## config.mk

```make
export PLATFORM = sky130hd
export DESIGN_NAME = width_8to16_arb
export DESIGN_NICKNAME = d
export VERILOG_FILES = /design/src/rtl/width_8to16_arb.sv
export SDC_FILE = /design/constraint.sdc
export NUM_CORES = 1
export LEC_CHECK = 0
export CAP_MARGIN = 5
export CELL_PAD_IN_SITES_DETAIL_PLACEMENT = 0
export CELL_PAD_IN_SITES_GLOBAL_PLACEMENT = 2
export CORE_UTILIZATION = 28
export CTS_CLUSTER_SIZE = 40
export DETAILED_ROUTE_END_ITERATION = 7
export PLACE_DENSITY = 0.8
export SLEW_MARGIN = 20
export SYNTH_ARGS = -nofsm -noshare
export SYNTH_HDL_FRONTEND = slang
export SYNTH_SLANG_ARGS = --single-unit
```

## constraint.sdc

```tcl
create_clock -name clk -period 2.2 [get_ports clk]
set_input_delay 0.44 -clock clk [delete_from_list [all_inputs] [get_ports clk]]
set_output_delay 0.44 -clock clk [all_outputs]
set_load 0.01 [all_outputs]
```

## src/rtl/width_8to16_arb.sv

```systemverilog
// Round-robin arbiter that shares one 8-to-16 packing datapath between NUM_REQ
// byte-stream requesters; a grant is held until its word is complete or times out.
module width_8to16_arb #(
  parameter int NUM_REQ = 4,
  parameter int ID_W    = 2,
  parameter int TIMEOUT = 15
) (
  input  logic                 clk,
  input  logic                 rst,
  input  logic [NUM_REQ-1:0]   req_valid,
  input  logic [NUM_REQ*8-1:0] req_data,
  output logic [NUM_REQ-1:0]   req_ready,
  output logic                 valid_out,
  output logic [15:0]          data_out,
  output logic [ID_W-1:0]      id_out,
  input  logic                 out_ready,
  output logic                 timeout_err,
  output logic [ID_W-1:0]      err_id
);

  if ((2 ** ID_W) < NUM_REQ) begin : g_bad_id_w
    $error("width_8to16_arb: ID_W too narrow to encode NUM_REQ sources");
  end

  typedef enum logic [1:0] {
    S_IDLE = 2'd0,
    S_LOCK = 2'd1,
    S_OUT  = 2'd2
  } state_t;

  localparam logic [7:0]      TIMER_LAST = 8'(TIMEOUT - 1);
  localparam logic [ID_W-1:0] LAST_REQ   = ID_W'(NUM_REQ - 1);

  state_t          state, state_nxt;
  logic [ID_W-1:0] ptr, ptr_nxt;
  logic [ID_W-1:0] gnt, gnt_nxt;
  logic [7:0]      timer, timer_nxt;
  logic [7:0]      hi, hi_nxt;
  logic            valid_nxt;
  logic [15:0]     data_nxt;
  logic [ID_W-1:0] id_nxt;
  logic            err_nxt;
  logic [ID_W-1:0] err_id_nxt;

  logic [7:0] req_byte [NUM_REQ];

  for (genvar gi = 0; gi < NUM_REQ; gi++) begin : g_byte
    assign req_byte[gi] = req_data[8*gi +: 8];
  end

  // Round-robin search: first valid requester at or after ptr, wrapping.
  logic            win_found;
  logic [ID_W-1:0] win_idx;
  logic [ID_W:0]   cand;

  always_comb begin
    win_found = 1'b0;
    win_idx   = '0;
    cand      = '0;
    for (int k = 0; k < NUM_REQ; k++) begin
      cand = {1'b0, ptr} + (ID_W+1)'(k);
      if (cand >= (ID_W+1)'(NUM_REQ)) cand = cand - (ID_W+1)'(NUM_REQ);
      if (!win_found && req_valid[cand[ID_W-1:0]]) begin
        win_found = 1'b1;
        win_idx   = cand[ID_W-1:0];
      end
    end
  end

  logic first_take;

  // NOTE: every signal driven here gets a default first, so no path leaves one
  // unassigned and no latch is inferred.
  always_comb begin
    state_nxt  = state;
    ptr_nxt    = ptr;
    gnt_nxt    = gnt;
    timer_nxt  = timer;
    hi_nxt     = hi;
    valid_nxt  = valid_out;
    data_nxt   = data_out;
    id_nxt     = id_out;
    err_nxt    = 1'b0;
    err_id_nxt = err_id;
    req_ready  = '0;
    first_take = 1'b0;

    case (state)
      S_IDLE: begin
        first_take = win_found;
      end
      S_LOCK: begin
        req_ready = NUM_REQ'(1) << gnt;
        if (req_valid[gnt]) begin
          data_nxt  = {hi, req_byte[gnt]};
          id_nxt    = gnt;
          valid_nxt = 1'b1;
          state_nxt = S_OUT;
        end else if (TIMEOUT != 0 && timer == TIMER_LAST) begin
          err_nxt    = 1'b1;
          err_id_nxt = gnt;
          hi_nxt     = '0;
          state_nxt  = S_IDLE;
        end else begin
          timer_nxt = timer + 8'd1;
        end
      end
      S_OUT: begin
        if (out_ready) begin
          valid_nxt  = 1'b0;
          state_nxt  = S_IDLE;
          first_take = win_found;
        end
      end
      default: state_nxt = S_IDLE;
    endcase

    // A first byte may be taken from IDLE or while the output word drains.
    if (first_take) begin
      req_ready = NUM_REQ'(1) << win_idx;
      hi_nxt    = req_byte[win_idx];
      gnt_nxt   = win_idx;
      ptr_nxt   = (win_idx == LAST_REQ) ? '0 : win_idx + 1'b1;
      timer_nxt = '0;
      state_nxt = S_LOCK;
    end

    if (rst) req_ready = '0;
  end

  // NOTE: state registers use non-blocking assignments so every register samples
  // the pre-edge values computed above, independent of statement order.
  always_ff @(posedge clk or posedge rst) begin
    if (rst) begin
      state       <= S_IDLE;
      ptr         <= '0;
      gnt         <= '0;
      timer       <= '0;
      hi          <= '0;
      valid_out   <= 1'b0;
      data_out    <= '0;
      id_out      <= '0;
      timeout_err <= 1'b0;
      err_id      <= '0;
    end else begin
      state       <= state_nxt;
      ptr         <= ptr_nxt;
      gnt         <= gnt_nxt;
      timer       <= timer_nxt;
      hi          <= hi_nxt;
      valid_out   <= valid_nxt;
      data_out    <= data_nxt;
      id_out      <= id_nxt;
      timeout_err <= err_nxt;
      err_id      <= err_id_nxt;
    end
  end

endmodule
```

# Yosys cells after proc, flatten, opt, wreduce, memory -nomap -nowiden
# Index checks and enable logic that the tools add are counted.
[classes]
n_bitwise = 3
eq_ne = 11
n_addsub = 9
n_lt_le_gt_ge = 11
shift = 2
reduce_logical = 16
n_mux = 53
[ops]
columns = ["cell", "count"]
rows = [
  ["two-way mux 8 bit", 12],
  ["binary-select mux 8 bit (select 2 bit)", 2],
  ["two-way mux 2 bit", 13],
  [">= comparator 3 bit, second input constant", 5],
  ["< comparator 2 x 3 -> 1 bit, second input constant", 5],
  ["two-way mux 1 bit", 15],
  ["AND reduction 3 bit", 5],
  ["two-way mux 4 bit", 3],
  ["binary-select mux 1 bit (select 2 bit)", 5],
  ["!= test 2 bit, second input constant", 5],
  ["adder 8 x 1 -> 8 bit, second input constant", 1],
  ["== test 8 x 4 -> 1 bit, second input constant", 1],
  ["<< shifter 1 x 2 -> 4 bit, first input constant", 2],
  ["subtractor 2 x 1 -> 2 bit, second input constant", 4],
  ["adder 2 x 2 -> 3 bit, second input constant", 2],
  ["inverter 2 -> 3 bit", 2],
  ["case mux 2 bit (3 select lines)", 1],
  ["nonzero test 2 bit", 3],
  ["== test 2 bit, second input constant", 2],
  ["!= test 4 bit, second input constant", 1],
  ["case mux 1 bit (2 select lines)", 2],
  ["adder 2 x 1 -> 3 bit, second input constant", 1],
  [">= comparator 2 x 3 -> 1 bit, second input constant", 1],
  ["logical AND 1 bit", 3],
  ["other kinds (7)", 9],
]
[totals]
register_bits = 44
output_inout_bits = 26
elab_cells = 115
input_bits = 39

# Logic depth before layout (Yosys ltp)
[depth]
word_depth = 19
ltp_mapped = 7
ltp_nobuf = 7

# Worst setup path after synthesis
# OpenSTA, ideal clock, no wires.
[synth_path]
kind = "in2out"
from = "in req_valid[2]"
to = "out req_ready[3]"
path_slack_ns = -0.086
path_buffers = 1
arrival_ns = 1.846
required_ns = 1.760
cell_stages = 7
cell_sequence = "nor2b_1 or4_1 nand2_4 buf_6 ha_1 a32oi_1 nor2_1"
[synth_lines]
columns = ["item", "line", "source"]
rows = [
  ["start: declaration", "10", "input logic [NUM_REQ-1:0] req_valid,"],
  ["binary-select mux 1 bit (select 2 bit)", "63", "if (!win_found && req_valid[cand[ID_W-1:0]]) begin"],
  ["two-way mux 1 bit (not written as such)", "63", ""],
  ["two-way mux 1 bit", "63", ""],
  ["zero test 1 bit", "63", ""],
  ["logical AND 1 bit", "63", ""],
  ["two-way mux 1 bit", "63", ""],
  ["zero test 1 bit", "63", ""],
  ["logical AND 1 bit", "63", ""],
  ["two-way mux 1 bit", "63", ""],
  ["zero test 1 bit", "63", ""],
  ["logical AND 1 bit", "63", ""],
  ["two-way mux 2 bit (*)", "63", ""],
  ["named net win_idx[0]", "53", "logic [ID_W-1:0] win_idx;"],
  ["<< shifter 1 x 2 -> 4 bit (*)", "120", "req_ready = NUM_REQ'(1) << win_idx;"],
  ["two-way mux 4 bit (*)", "119", "if (first_take) begin"],
  ["two-way mux 4 bit (*)", "128", "if (rst) req_ready = '0;"],
  ["end: declaration", "12", "output logic [NUM_REQ-1:0] req_ready,"],
]
# Mark *: on every way through the listed nets, which the timed path passes. The rest lies on a longest branch. The select of a mux whose other input is x is not followed.

# Final worst setup path
[layout_path]
from = "in req_valid[1]"
to = "out req_ready[0]"
[layout_between]
elab_chain_len = 16
[layout_lines]
columns = ["item", "line", "source"]
rows = [
  ["binary-select mux 1 bit (select 2 bit)", "63", ""],
  ["two-way mux 1 bit (not written as such)", "63", ""],
  ["two-way mux 1 bit", "63", ""],
  ["zero test 1 bit", "63", ""],
  ["logical AND 1 bit", "63", ""],
  ["two-way mux 1 bit", "63", ""],
  ["zero test 1 bit", "63", ""],
  ["logical AND 1 bit", "63", ""],
  ["two-way mux 1 bit", "63", ""],
  ["zero test 1 bit", "63", ""],
  ["logical AND 1 bit", "63", ""],
  ["two-way mux 1 bit", "63", ""],
  ["two-way mux 1 bit", "109", "if (out_ready) begin"],
  ["case mux 1 bit (2 select lines)", "88", "case (state)"],
  ["two-way mux 4 bit (*)", "119", ""],
  ["two-way mux 4 bit (*)", "128", ""],
]
# Mark *: on every way between the ends. The rest lies on a longest branch, timed or not. The select of a mux whose other input is x is not followed.

==> run_results.csv <==
group,metric,value,unit
floorplanning,die_width,95.0,um
yosys,synthDistinctLibCells,41,
drt,drtIter0Drc,56,
floorplanning,io_pins,65,
power_and_ir_drop,switchingPower,1.59,mW
floorplanning,rows,33,
drt,dr.pass1.iters,4,
critical_path,end_kind,"output port",
sta,fmax,419,MHz
grt,grt_pass1_vias,2018,
critical_path,r2r_setup_slack,150,ps
place,dp_slack,-898,ps
clocking,clockBufferDepth,2,
drt,post-route-drc-count,0,
sta,finalCritPeriodShare,108,%
sta,layout_setup_ws,-185,ps
sta,tns,-703,ps
place,port-buffer-count,64,
sta,rsz0062_at_grt,"true",
min_path,min-delay-start,"valid_out",
drt,wl_per_cell,15.1,um
drt,routed_wl,6.22,mm
drt,via_per_inst,4.82,
grt,grt_pass1_wl,10.2,mm
sta,finalHoldViolCount,0,
finish,area_delta_synth_final,49.7,%
sta,period_minus_slack,2390,ps
yosys,synthFlopType,"dfrtp_1",
floorplanning,core_region_area,8300,um^2
power_and_ir_drop,pwr-share-comb,58.1,%
yosys,synth_nets,252,
flow_run,timing.max_cap.violations,0,
clocking,cts-root-buf,"clkbuf_8",
sta,drv_slew,0,
clocking,cts.clk_slew.worst_paths,80,ps
status,status,"complete, but fails checks",
finish,drive_gt1_share,32.1,%
clocking,cts_tree,"done",
yosys,netlist_instances,207,
grt,grt_max_degree,45,
grt,antenna_found_initial,0,
power_and_ir_drop,vdd_ir_drop_max,0.387,mV
yosys,seq_area_frac_synth,45.5,%
power_and_ir_drop,p_per_area,1210,nW/um^2
yosys,yosysWarnings,0,
finish,diodes,0,
min_path,hold_path_class,"flop to flop",
finish,fin_area,3620,um^2
place,gp_congestion,0.769,
power_and_ir_drop,clkPwrFrac,11.1,%
critical_path,rr_worst_depth,4,
clocking,cts.sinks,44,
yosys,ys_ff_latch,44,
floorplanning,dieHeight,95.0,um
yosys,synth-edff-count,0,
power_and_ir_drop,p_leak,1.54,nW
clocking,cts_made_buffers,5,
critical_path,arrival,1950,ps
status,violations,"negative setup slack",
power_and_ir_drop,internal_power,2.78,mW
clocking,h-tree-depth,2,
sta,slew_headroom,63.7,%
power_and_ir_drop,swShare,36.4,%
place,place_hpwl,4.67,mm
drt,ant_nets,0,
critical_path,cp_max_fo,3,
critical_path,timing.rr.start,"gnt[1]",
yosys,syn-cell-area,2420,um^2
grt,grt_usage,15.0,%
yosys,synth.avg_cell_area,11.7,um^2
clocking,clk_latency,290,ps
sta,clock_skew,5.93,ps
power_and_ir_drop,seqPwrFrac,30.8,%
finish,utilization,43.7,%
grt,grt_overflow,0,
sta,worst_slew_pin_slew,541,ps
floorplanning,start_util,29.2,%
critical_path,crit_type,"input pin to output port",
sta,final-setup-viol-count,4,
min_path,hold-path-cell-count,2,
min_path,hold_end,"valid_out",
drt,vias,1992,
yosys,async_flop_share,100,%
critical_path,r2r_end,"err_id[1]",
critical_path,cp-start-kind,"input pin",
floorplanning,dieArea,9020,um^2
critical_path,cp.required,1760,ps
sta,worst_hold_slack,484,ps
place,place_area,3470,um^2
finish,fin_nets,353,
## cell families (layout without fill, tap and decap cells)
family | after synthesis | after routing | synth area share (%)
xor+xnor | 3 | 3 | 1.09
mux | 40 | 40 | 22.2
fa+ha+maj | 6 | 6 | 3.10
buf+inv | 13 | 114 | 2.48
simple gates | 71 | 71 | 16.4
compound gates | 30 | 30 | 9.30
flops | 44 | 44 | 45.5
## power by group through the flow
| stage | sequential, mW | combinational, mW | clock (mW) |
|---|---|---|---|
| after detailed placement | 1.37 | 2.48 | 0 |
| final | 1.35 | 2.54 | 0.485 |
| after floorplan | 1.39 | 1.31 | 0 |
| after global placement | 1.35 | 2.46 | 0 |
| after global routing | 1.40 | 2.80 | 0.542 |
| after CTS | 1.36 | 2.55 | 0.509 |
## worst max path at each step
stage,startpoint,end,cells past startpoint
2_1_floorplan,req_valid[0],req_ready[1],7
3_3_place_gp,req_valid[1],req_ready[0],9
3_5_place_dp,req_valid[1],req_ready[2],9
4_1_cts,ptr[0],req_ready[2],8
5_1_grt,ptr[0],req_ready[0],8
6_report,req_valid[1],req_ready[0],9
## final cells by class
type / instances / area, um^2
inverters: 5 / 23.8
flip-flops and latches: 44 / 1100
clock inverters: 1 / 5.00
multi-input cells: 150 / 1340
fillers: 792 / 4670
clock buffers: 6 / 72.6
well taps: 105 / 131
repair buffers: 102 / 956
## layer usage
| layer | track usage, % | routed length (um) | vias to the layer above |
|---|---|---|---|
| met1 | 20.5 | 2930 | 973 |
| met5 | 0 | 0 | - |
| met4 | 5.30 | 97 | 0 |
| met2 | 23.6 | 2920 | 44 |
| li1 | - | - | 970 |
| met3 | 2.74 | 270 | 5 |
## Yosys cell counts, drive strengths merged, types with 2 or more instances
library cell	instances	area, um^2
or3	2	12.5
o211ai	3	22.5
nand3	4	32.5
ha	6	75.1
nor2b	6	37.5
inv	5	18.8
o221ai	6	52.6
nand4	3	18.8
nand2	28	113
mux2i	12	120
o221a	2	22.5
buf	4	26.3
nand2b	2	12.5
mux4	9	203
a211oi	2	15.0
mux2	19	214
a32oi	2	17.5
o21ai	8	40.0
and3	2	12.5
dfrtp	44	1100
nand4b	2	17.5
nor4	2	27.5
o31ai	3	22.5
clkbuf	4	15.0
a22oi	2	15.0
xor2	3	26.3
nor2	13	56.3
or4	2	15.0
## registers in the layout, summed over array words and instances, names as in the netlist
name         count
timeout_err      1
data_out        16
state            2
hi               8
gnt              2
ptr              2
timer            8
id_out           2
err_id           2
valid_out        1
## worst max-delay path, cell delays in order
cell,delay [ps]
clkdlybuf4s15_2,220
nor2_1,70
or4b_4,560
nand2_8,120
inv_6,40
ha_2,160
a22oi_1,160
nor2_1,50
buf_2,140
## timing repair
item / 4_1_cts / 5_1_grt
pin swaps: 11 / 2
hold buffers: 0 / 0
resized for setup: 45 / 2
setup buffers: 3 / 2
setup endpoints to repair: 9 / 4
## per-stage QoR
stage / power (mW) / instances
2_1_floorplan: 2.69 / 207
3_3_place_gp: 3.81 / 401
3_5_place_dp: 3.85 / 401
4_1_cts: 4.42 / 411
5_1_grt: 4.74 / 413
6_report: 4.38 / 413
## cell usage in the layout, fill, tap and decap left out, types with 2 or more instances in the layout
cell             instances
buf_4                   32
buf_12                   4
mux2_2                  19
nor2b_4                  2
a211oi_1                 2
nand2b_1                 2
ha_1                     2
o21ai_0                  6
buf_6                    2
nor2b_1                  3
buf_2                    6
ha_4                     3
inv_1                    2
mux4_2                   9
xor2_1                   3
mux2i_1                 12
o21ai_1                  2
dfrtp_1                 44
nor2_1                  12
o211ai_1                 3
o31ai_1                  3
o221a_2                  2
nand4b_1                 2
a32oi_1                  2
nand2_1                 27
clkbuf_8                 5
o221ai_1                 6
clkdlybuf4s50_1         56
nand3_1                  3
nand4_1                  3
clkdlybuf4s15_2          2
or3_1                    2
and3_1                   2
Power figures use the tool's default switching activity.
